$ cat src/rtl/rv32i_imem_loader_ctrl_pkg.sv
// Shared definitions for the instruction-memory loader controller:
// memory geometry defaults, the fetch NOP encoding and the controller FSM states.
package rv32i_imem_loader_ctrl_pkg;

  localparam int          INSTR_MEM_WIDTH = 10;
  localparam int          INSTR_MEM_DEPTH = 1024;
  localparam logic [31:0] NOP_ENCODING    = 32'h0000_0013;  // addi x0,x0,0

  typedef enum logic [1:0] {
    ST_HOLD  = 2'd0,
    ST_RUN   = 2'd1,
    ST_LOAD  = 2'd2,
    ST_WRITE = 2'd3
  } ld_state_e;

endpackage

$ cat src/rtl/rv32i_imem_loader_ctrl.sv
// Instruction memory controller: core fetch path plus a byte-stream program loader
// that packs bytes little-endian into words and holds the core while loading.
module rv32i_imem_loader_ctrl
  import rv32i_imem_loader_ctrl_pkg::*;
#(
  parameter int          AW        = INSTR_MEM_WIDTH,
  parameter int          DEPTH     = INSTR_MEM_DEPTH,
  parameter bit          BOOT_HOLD = 1'b1,
  parameter logic [31:0] NOP_INSTR = NOP_ENCODING
) (
  input  logic          clk,
  input  logic          rst_n,
  input  logic          ld_start,
  input  logic [AW-1:0] ld_base,
  input  logic [AW:0]   ld_words,
  input  logic          ld_valid,
  input  logic [7:0]    ld_data,
  output logic          ld_ready,
  output logic          ld_busy,
  output logic          ld_err,
  output logic          core_hold,
  input  logic [31:0]   fetch_addr,
  output logic [31:0]   fetch_instr,
  output logic [AW-1:0] mem_raddr,
  input  logic [31:0]   mem_rdata,
  output logic          mem_we,
  output logic [AW-1:0] mem_waddr,
  output logic [31:0]   mem_wdata
);

  localparam logic [AW+1:0] DEPTH_W = (AW+2)'(DEPTH);

  ld_state_e     state_q, state_d;
  logic [AW-1:0] ptr_q, ptr_d;
  logic [AW:0]   remain_q, remain_d;
  logic [1:0]    byte_cnt_q, byte_cnt_d;
  logic [31:0]   word_q, word_d;
  logic          ld_err_q, ld_err_d;
  logic          mem_we_q, mem_we_d;
  logic [AW-1:0] mem_waddr_q, mem_waddr_d;
  logic [31:0]   mem_wdata_q, mem_wdata_d;
  logic          ld_ready_q, ld_busy_q, core_hold_q;
  logic [AW+1:0] end_idx;
  logic          unused_fetch_bits;

  // Range check is one bit wider than the sum so base+words never aliases.
  assign end_idx = {2'b00, ld_base} + {1'b0, ld_words};

  always_comb begin
    state_d     = state_q;
    ptr_d       = ptr_q;
    remain_d    = remain_q;
    byte_cnt_d  = byte_cnt_q;
    word_d      = word_q;
    ld_err_d    = ld_err_q;
    mem_we_d    = 1'b0;
    mem_waddr_d = mem_waddr_q;
    mem_wdata_d = mem_wdata_q;
    case (state_q)
      ST_HOLD, ST_RUN: begin
        if (ld_start) begin
          if (ld_words == '0 || end_idx > DEPTH_W) begin
            ld_err_d = 1'b1;
          end else begin
            ptr_d      = ld_base;
            remain_d   = ld_words;
            byte_cnt_d = 2'd0;
            ld_err_d   = 1'b0;
            state_d    = ST_LOAD;
          end
        end
      end
      ST_LOAD: begin
        if (ld_start) ld_err_d = 1'b1;
        if (ld_valid && ld_ready_q) begin
          word_d[{byte_cnt_q, 3'b000} +: 8] = ld_data;
          byte_cnt_d = byte_cnt_q + 2'd1;
          if (byte_cnt_q == 2'd3) begin
            mem_we_d    = 1'b1;
            mem_waddr_d = ptr_q;
            mem_wdata_d = {ld_data, word_q[23:0]};
            state_d     = ST_WRITE;
          end
        end
      end
      ST_WRITE: begin
        if (ld_start) ld_err_d = 1'b1;
        ptr_d    = ptr_q + 1'b1;
        remain_d = remain_q - 1'b1;
        state_d  = (remain_q == (AW+1)'(1)) ? ST_RUN : ST_LOAD;
      end
      default: state_d = ST_RUN;
    endcase
  end

  always_ff @(posedge clk or negedge rst_n) begin
    if (!rst_n) begin
      state_q     <= BOOT_HOLD ? ST_HOLD : ST_RUN;
      ptr_q       <= '0;
      remain_q    <= '0;
      byte_cnt_q  <= 2'd0;
      word_q      <= '0;
      ld_err_q    <= 1'b0;
      mem_we_q    <= 1'b0;
      mem_waddr_q <= '0;
      mem_wdata_q <= '0;
      ld_ready_q  <= 1'b0;
      ld_busy_q   <= 1'b0;
      core_hold_q <= BOOT_HOLD;
    end else begin
      state_q     <= state_d;
      ptr_q       <= ptr_d;
      remain_q    <= remain_d;
      byte_cnt_q  <= byte_cnt_d;
      word_q      <= word_d;
      ld_err_q    <= ld_err_d;
      mem_we_q    <= mem_we_d;
      mem_waddr_q <= mem_waddr_d;
      mem_wdata_q <= mem_wdata_d;
      // Handshake/status flags follow the state being entered so they are registered.
      ld_ready_q  <= (state_d == ST_LOAD);
      ld_busy_q   <= (state_d == ST_LOAD) || (state_d == ST_WRITE);
      core_hold_q <= (state_d != ST_RUN);
    end
  end

  assign ld_ready  = ld_ready_q;
  assign ld_busy   = ld_busy_q;
  assign ld_err    = ld_err_q;
  assign core_hold = core_hold_q;
  assign mem_we    = mem_we_q;
  assign mem_waddr = mem_waddr_q;
  assign mem_wdata = mem_wdata_q;

  assign mem_raddr   = fetch_addr[AW+1:2];
  assign fetch_instr = core_hold_q ? NOP_INSTR : mem_rdata;

  assign unused_fetch_bits = ^{fetch_addr[31:AW+2], fetch_addr[1:0]};

endmodule

$ cat config.mk
export PLATFORM = sky130hd
export DESIGN_NAME = rv32i_imem_loader_ctrl
export DESIGN_NICKNAME = d
export VERILOG_FILES = /design/src/rtl/rv32i_imem_loader_ctrl_pkg.sv /design/src/rtl/rv32i_imem_loader_ctrl.sv
export SDC_FILE = /design/constraint.sdc
export NUM_CORES = 1
export LEC_CHECK = 0
export CORE_MARGIN = 3
export CORE_UTILIZATION = 25
export DETAILED_ROUTE_END_ITERATION = 8
export DONT_BUFFER_PORTS = 1
export HOLD_SLACK_MARGIN = 0.02
export PLACE_DENSITY = 0.35
export SETUP_SLACK_MARGIN = 0.05
export SKIP_LAST_GASP = 1
export SYNTH_ARGS = -nofsm -noshare
export SYNTH_HDL_FRONTEND = slang
export SYNTH_SLANG_ARGS = --single-unit
$ cat constraint.sdc
create_clock -name clk -period 2.1 [get_ports clk]
set_input_delay 0.525 -clock clk [delete_from_list [all_inputs] [get_ports clk]]
set_output_delay 0.525 -clock clk [all_outputs]
set_load 0.02 [all_outputs]
* After elaboration in Yosys (flattened, before gate mapping)
Index checks and enable logic that the tools add are counted.
** Word-level totals
- Output and inout bits :: 89
- Word-level logic and storage cells :: 71
- Register bits :: 104
** Operators by class
- Reduce and logical (&&, ||, !) cells :: 14
- Add/sub/neg operators :: 5
- Shift-type cells :: 2
- Order comparisons :: 1
- Equal/unequal tests :: 12
- Mux-type cells :: 25
** Operators with widths (count)
- $bwmux W32 :: 1
- $mux W32 :: 1
- $shift A8 B7 Y32 const A :: 1
- $shiftx A8 B7 Y32 :: 1
- $mux W11 :: 2
- $pmux W11 S2 :: 1
- $mux W10 :: 2
- $pmux W10 S2 :: 1
- $mux W2 :: 8
- $add A10 B11 Y12 :: 1
- $gt A12 B11 Y1 const B :: 1
- $eq A11 B1 Y1 const B :: 1
- $logic_not A11 Y1 :: 1
- $sub A11 B1 Y11 const B :: 1
- $add A10 B1 Y10 const B :: 1
- $eq A2 B2 Y1 const B :: 5
- $neg A5 Y7 :: 1
- $mux W1 :: 6
- $ne A2 B2 Y1 const B :: 3
- $pmux W2 S3 :: 1
- $reduce_and A3 Y1 :: 2
- $ne A2 B1 Y1 const B :: 2
- $pmux W2 S2 :: 1
- $reduce_and A2 Y1 :: 2
- 9 further kinds :: 12

* Depth between registers and ports, before layout
Gate-level depths: netlist (run 1).
- Word-level depth :: 8
- Gate-level depth with buffers :: 12

* Worst setup path after synthesis (run 1)
No wires, ideal clock.
- Kind :: input-to-reg
- Start :: input port ld_base[0]
- End :: register byte_cnt_q[0]
- Stages on the path :: 12
- Path buffers :: 1
- Data arrival time :: 2812 ps
- Data required time :: 1975 ps
- Path slack :: -836 ps
- Path through :: ha_1 -> inv_1 -> fa_1 -> xnor2_1 -> nor4b_2 -> o221ai_1 -> a2111oi_4 -> nand4_2 -> a211oi_4 -> buf_6 -> nor2_1 -> mux2_2
** On the way
- Cells in the longest elaborated chain, start to end :: 5
** RTL lines
- from (decl) :: line rv32i_imem_loader_ctrl.sv:14 : input logic [AW-1:0] ld_base,
- $add A10 B11 Y12 :: line rv32i_imem_loader_ctrl.sv:47 : assign end_idx = {2'b00, ld_base} + {1'b0, ld_words};
- $gt A12 B11 Y1 :: line rv32i_imem_loader_ctrl.sv:62 : if (ld_words == '0 || end_idx > DEPTH_W) begin
- $logic_or A1 B1 Y1 :: line rv32i_imem_loader_ctrl.sv:62
- $ne A2 B2 Y1 (no line)
- $reduce_and A4 Y1 (no line)
- to (signal assigned) :: line rv32i_imem_loader_ctrl.sv:114 : byte_cnt_q <= byte_cnt_d;
- to (decl) :: line rv32i_imem_loader_ctrl.sv:36 : logic [1:0] byte_cnt_q, byte_cnt_d;
Every way passes these cells.
A chain may end at the register's enable or synchronous reset.

* Worst setup path in the final report (run 1)
- Start :: input port ld_base[0]
- End :: register ptr_q[2]
** On the way
- Cells in the longest elaborated chain, start to end :: 5
** RTL lines
- $add A10 B11 Y12 :: line rv32i_imem_loader_ctrl.sv:47
- $gt A12 B11 Y1 :: line rv32i_imem_loader_ctrl.sv:62
- $logic_or A1 B1 Y1 :: line rv32i_imem_loader_ctrl.sv:62
- $ne A2 B2 Y1 (no line)
- $reduce_and A3 Y1 (no line)
- to (signal assigned) :: line rv32i_imem_loader_ctrl.sv:112 : ptr_q <= ptr_d;
- to (decl) :: line rv32i_imem_loader_ctrl.sv:34 : logic [AW-1:0] ptr_q, ptr_d;
Every way passes these cells.

==> out/qor.csv, run 1 <==
metric;value;unit
crit-path leading delay family;compound AO/OA/AOI/OAI gates;
Post-synth EDFFs;0;
CTS buffer count;9;
Max Cap Viol;0;
area used by multi-input combinational logic;2530;µm²
Core Region;19700;µm²
post-route ant nets;0;
number of global-route vias before repair;3902;
WL/cell;17.6;µm
post-DR vias/cell;4.74;
TritonCTS clock tree;done;
Syn Std Cell Area;5060;µm²
warnings from Yosys;0;
final slew viol count;0;
routed wire length;15300;µm
GP Congestion;0.848;
final-layout fill cell count;2140;
Slowest-stage cell, CP;fa_2;
kind of critical path;in -> reg;
htree depth;3;
die height;148;µm
CP endpoint kind;register;
relative slew slack;65.3;%
first-pass GRT wire length;23100;µm
initial antenna violation count;0;
port buffer count;0;
Initial Utilization;25.7;%
Remaining DRCs;0;
# nets final;715;
Post-Synthesis Cells;571;
Worst-Skew Late Latency;0.35;ns
PnR worst setup slack;-0.530;ns
placed cells;843;
CTS Sinks;96;
Synth Flop Type;dfrtp_1;
Hold Crit Class;in -> async;
syn nets;687;
worst-path cell chain;ha_4 > inv_2 > fa_2 > nand2b_4 > a21oi_4 > nor2_1 > o31ai_1 > xnor2_1 > a211oi_4 > buf_6 > or2_1 > buf_12 > o221a_1;
drt first pass iters;4;
largest net degree at the start of global routing;97;
fin crit period;2.63;ns
Total Routing Usage GR;13.5;%
Worst setup SP type;input pin;
CP peak stage delay;0.36;ns
total congestion overflow;0;
die area;22000;µm²
Area Overhead vs Synth;18.8;%
asr flop ratio synth;100;%
FF+latch area;2400;µm²
failing checks;negative hold slack, negative setup slack;
fmax;380;MHz
CP bufs+invs;3;
Seq/Total Area, Yosys;47.5;%
drt initial violations;210;
period utilization;125;%
leak pwr;0.00273;µW
Critical Path RT;2.33;ns
CP Max Fanout;7;
non-filler cells, final;869;
Die X;148;µm
ant diodes;0;
Worst EP arrival;2.86;ns
post-layout util;30.6;%
Avg Inst Size Synth;8.85;µm²
final hold violations;95;
hold slack;-0.131;ns
RSZ-0062 raised after global routing;true;
HPWL Detailed;11000;µm
Slew @ Worst Pin;0.521;ns
status;finished with violations;
layout cells sized above 1;15.6;%
num rows;51;
io pins;186;
via count;4117;
clock skew;0.00584;ns
number of synthesized register bits;96;
clock transition at the registers of the reported paths;0.07;ns
library cells used by synthesis;65;
peak supply drop;0.574;mV
final setup fails;29;
clk root buf;clkbuf_16;
CTS Buffer Depth;2;
pwr dens;1160;nW/µm²
-- synth_stat cells (2+ instances only) --
| library cell | number | area (µm²) |
|---|---|---|
| inv_1 | 11 | 41.3 |
| a21o_1 | 5 | 37.5 |
| and3_1 | 4 | 25.0 |
| a22oi_1 | 3 | 22.5 |
| o221a_1 | 6 | 67.6 |
| nor3b_1 | 3 | 22.5 |
| buf_4 | 11 | 82.6 |
| buf_6 | 2 | 22.5 |
| nand2_1 | 200 | 751 |
| a21oi_1 | 14 | 70.1 |
| xor2_1 | 2 | 17.5 |
| or2_2 | 4 | 25.0 |
| nand3_1 | 7 | 35.0 |
| dfrtp_1 | 95 | 2380 |
| o211ai_1 | 2 | 15.0 |
| a221o_1 | 9 | 90.1 |
| o21ai_0 | 35 | 175 |
| o311ai_0 | 2 | 17.5 |
| o31ai_1 | 4 | 30.0 |
| nor2_1 | 24 | 90.1 |
| xnor2_1 | 3 | 26.3 |
| and2_1 | 4 | 25.0 |
| nand2b_1 | 3 | 18.8 |
| o211a_1 | 2 | 20.0 |
| nor3_1 | 6 | 30.0 |
| nor2b_1 | 31 | 194 |
| ha_1 | 18 | 225 |
| or3_1 | 5 | 31.3 |
| clkbuf_1 | 17 | 63.8 |
| nor4_1 | 4 | 25.0 |
-- cells in the final DEF (no fill, tap or decap), drive strengths merged, types with 3 or more instances in the layout --
| master | count |
|---|---|
| nor2 | 26 |
| or2 | 5 |
| o21ai | 35 |
| xnor2 | 3 |
| clkbuf | 12 |
| nand2 | 200 |
| nand3 | 7 |
| nor2b | 32 |
| nor3 | 6 |
| a21o | 5 |
| and2 | 4 |
| or3 | 5 |
| and3 | 4 |
| a21oi | 14 |
| ha | 18 |
| a22oi | 3 |
| inv | 14 |
| nor3b | 3 |
| o311ai | 3 |
| a221o | 9 |
| nand2b | 3 |
| nor4 | 4 |
| buf | 48 |
| o31ai | 4 |
| o221a | 7 |
| dfrtp | 95 |
-- per-layer routing --
layer  vias to the layer above  wire (µm)  track usage [%]
li1                       1979          -                -
met1                      2007       7030             18.6
met2                       117       6920             19.9
met3                        14       1090             4.94
met4                         0        276             3.97
met5                         -          0                0
-- path summary, 6_finish.rpt --
check,endpoint,slack [ns],start,depth (start not counted)
setup reg to reg,remain_q[10],0.12,remain_q[6],6
min in group clk,mem_wdata[27],0.28,ld_data[3],2
hold reg to reg,mem_wdata[13],0.47,word_q[13],2
setup / recovery,ptr_q[2],-0.53,ld_base[0],13
hold / removal,word_q[14],-0.13,rst_n,0
max in group asynchronous,core_hold,2.03,rst_n,0
-- report_power, final --
group | switching, µW | internal (µW)
Clock | 726 | 933
Sequential | 967 | 2530
Combinational | 1020 | 818
-- state kept, by name, indices dropped and copies added, names as in the netlist --
name and cells:
byte_cnt_q 2, core_hold 1, ld_busy 1, ld_err 1
ld_ready 1, mem_waddr 10, mem_wdata 32, mem_we 1
ptr_q 10, remain_q 11, state_q 2, word_q 24
-- logic make-up (layout without fill, tap and decap cells) --
family / after synthesis / after routing / synth area share (%)
and+or+nand+nor: 303 / 304 / 26.8
AOI/OAI and AO/OA: 101 / 101 / 15.0
DFF: 96 / 96 / 47.5
buffers and inverters: 45 / 77 / 4.55
adders and majority gates: 19 / 19 / 4.85
xor gates and xnor gates: 5 / 5 / 0.866
muxes: 2 / 2 / 0.421
-- layout make-up --
cell class              count  area share (%)
flip-flops and latches     96            40.0
well taps                 265            5.52
repair buffers             48            6.65
inverters                  13           0.896
clock buffers              12            3.94
multi-input cells         431            42.1
clock inverters             4           0.875
-- through the flow --
stage	power (µW)	area [µm²]	TNS [ns]	hold slack, ns	setup WS [ns]
2_1_floorplan	4710	5110	-16.79	0.229	-0.701
3_3_place_gp	5320	5560	-22.80	0.233	-0.890
3_5_place_dp	5360	5560	-24.69	0.233	-0.980
4_1_cts	7110	5960	-12.03	-0.156	-0.508
5_1_grt	7530	6010	-14.98	-0.163	-0.606
6_report	6990	6010	-12.61	-0.131	-0.530
-- repair_timing --
action / 4_1_cts / 5_1_grt
endpoints found under the setup margin: 29 / 36
resized for setup: 14 / 7
hold endpoints to repair: 96 / 96
gates cloned: 1 / 0
setup buffers: 6 / 4
pin swaps: 7 / 2
Power figures use the tool's default switching activity.
==> run 2, diff against run 1 <==
--- a/config.mk
+++ b/config.mk
@@ -5,12 +5,14 @@
 export SDC_FILE = /design/constraint.sdc
 export NUM_CORES = 1
 export LEC_CHECK = 0
+export CELL_PAD_IN_SITES_DETAIL_PLACEMENT = 2
+export CELL_PAD_IN_SITES_GLOBAL_PLACEMENT = 2
 export CORE_MARGIN = 3
-export CORE_UTILIZATION = 25
+export CORE_UTILIZATION = 36
 export DETAILED_ROUTE_END_ITERATION = 8
 export DONT_BUFFER_PORTS = 1
 export HOLD_SLACK_MARGIN = 0.02
-export PLACE_DENSITY = 0.35
+export PLACE_DENSITY = 0.76
 export SETUP_SLACK_MARGIN = 0.05
 export SKIP_LAST_GASP = 1
 export SYNTH_ARGS = -nofsm -noshare
==> run 2 against run 1 <==
Net effect:
- the flow still finishes with violations (negative hold slack, negative setup slack)
- final cell count down 10%
- sequential power up 2%
- non-clock buffer count up 3
- design area about the same
- core utilization up 14 points
- critical path type unchanged
- largest cell class unchanged
- largest power group unchanged
==> out/qor.csv, run 2 (synthesis gave the netlist of run 1 again) <==
metric;value;unit;change
final hold violations;95;;unchanged
final slew viol count;0;;unchanged
num rows;42;;-18%
RR Endpoint;remain_q[10];;
r2r worst-path depth;6;;unchanged
TritonCTS clock tree;done;;
CTS buffer count;9;;unchanged
drt first pass iters;4;;unchanged
largest net degree at the start of global routing;97;;unchanged
die height;125;µm;-16%
leak pwr;0.00277;µW;+1.5%
Slew @ Worst Pin;0.610;ns;+0.0890 ns
Worst setup SP type;input pin;;
Initial Utilization;37.4;%;+12 points
period utilization;129;%;+3.3 points
Worst EP arrival;2.92;ns;+0.06 ns
Met2 Routed Length;9420;µm;+36%
RSZ-0062 raised after global routing;true;;
kind of critical path;in -> reg;;
Worst-Skew Late Latency;0.35;ns;about the same
post-layout util;44.5;%;+14 points
CP endpoint kind;register;;
post-DR vias/cell;5.60;;+18%
post-route ant nets;0;;unchanged
non-filler cells, final;782;;-10%
ant diodes;0;;unchanged
hold slack;-0.136;ns;-0.00522 ns
flop-to-flop setup slack;-0.03;ns;-0.15 ns
final setup fails;29;;unchanged
Met1 Wirelength;7220;µm;+2.7%
most frequent cells in the layout;nand2_1, dfrtp_1, buf_4;;
peak supply drop;0.626;mV;+9.2%
max reg flops;32;;unchanged
die area;15500;µm²;-29%
port buffer count;0;;unchanged
Total Routing Usage GR;22.2;%;+8.6 points
initial antenna violation count;0;;unchanged
total congestion overflow;0;;unchanged
fin crit period;2.70;ns;+0.0700 ns
CTS Buffer Depth;2;;unchanged
Area Overhead vs Synth;18.9;%;about the same
Critical Path RT;2.32;ns;about the same
drt initial violations;211;;+0.48%
# nets final;717;;+0.28%
Max Cap Viol;0;;unchanged
clock skew;0.0116;ns;+0.00572 ns
io pins;186;;unchanged
failing checks;negative hold slack, negative setup slack;;
htree depth;3;;unchanged
WL/cell;23.0;µm;+31%
first-pass GRT wire length;27700;µm;+19%
PnR worst setup slack;-0.600;ns;-0.0700 ns
Hold Crit Class;in -> async;;
layout cells sized above 1;17.7;%;+2.1 points
routed wire length;18000;µm;+18%
commonest non-fill, non-tap cell in the layout;nand2_1;;
Highest Signal Layer;met4;;
WL met3;827;µm;-24%
Die X;125;µm;-16%
CP Max Fanout;7;;unchanged
HPWL Detailed;12500;µm;+13%
status;finished with violations;;
Core Region;13500;µm²;-31%
pwr dens;1210;nW/µm²;+4.0%
CTS Sinks;96;;unchanged
number of global-route vias before repair;4940;;+27%
clock transition at the registers of the reported paths;0.07;ns;about the same
relative slew slack;59.3;%;-5.9 points
placed cells;752;;-11%
clk root buf;clkbuf_16;;
worst r2r src;remain_q[5];;
GP Congestion;0.858;;+1.2%
via count;4378;;+6.3%
Remaining DRCs;0;;unchanged
fmax;370;MHz;-2.6%
-- run 2: cell types whose count changed in the layout (fill, tap and decap cells not counted), moves of 2 or more --
| cell | change |
|---|---|
| a21oi_1 | -4 |
| buf_4 | +2 |
| nor2_2 | -2 |
| inv_6 | -3 |
| buf_6 | +2 |
| clkinv_4 | +2 |
| a21oi_2 | +3 |
-- run 2: per-layer routing --
metal	GRT usage, %	vias up
li1	-	1983
met2	38.8	111
met5	0	-
met1	26.5	2247
met3	6.35	37
met4	6.38	0
-- run 2: worst max-delay path by stage --
| stage | startpoint | endpoint | slack (ns) |
|---|---|---|---|
| 2_1_floorplan | ld_base[0] | byte_cnt_q[0] | -0.70 |
| 3_3_place_gp | ld_base[0] | byte_cnt_q[0] | -0.84 |
| 3_5_place_dp | ld_base[7] | remain_q[0] | -1.04 |
| 4_1_cts | ld_base[0] | remain_q[2] | -0.59 |
| 5_1_grt | ld_base[7] | ptr_q[3] | -0.72 |
| 6_report | ld_base[0] | ptr_q[3] | -0.60 |
-- run 2: report_power, final --
part / total, µW / internal, µW / switching (µW)
sequential: 3570 / 2530 / 1040
clock: 1690 / 962 / 724
combinational: 2020 / 843 / 1180
-- run 2: area by class of cell --
type	count	area [µm²]
fill	1452	7490
sequential	96	2410
tap	176	220
clock buffer	12	246
clock inverter	4	55.1
multi-input combinational	430	2600
timing repair buffer	51	422
inverter	13	56.3
-- run 2: repair_timing --
item                                    in CTS  in global routing
endpoints found under the setup margin      29                 62
gates resized for setup                     19                 21
endpoints found under the hold margin       96                 96
pin swaps                                    7                  7
buffers inserted                            11                  4
-- run 2: through the flow --
stage	TNS (ns)	setup WS, ns	total power (µW)	cell area, µm²	hold WS (ns)
after floorplan	-16.79	-0.701	4710	5110	0.229
after global placement	-21.60	-0.840	5240	5420	0.233
after detailed placement	-26.60	-1.04	5450	5420	0.232
after CTS	-14.59	-0.588	7230	5880	-0.149
after global routing	-18.52	-0.722	7760	6010	-0.161
final	-14.56	-0.600	7270	6010	-0.136
-- run 2: worst max-delay path, cell delays in order --
cell	delay (ns)
ha_4	0.12
inv_2	0.04
fa_2	0.36
nand2b_4	0.17
a21oi_4	0.18
nor2_1	0.10
o31ai_2	0.33
xnor2_2	0.19
a211oi_4	0.09
buf_6	0.15
buf_12	0.14
buf_4	0.15
a221o_1	0.37
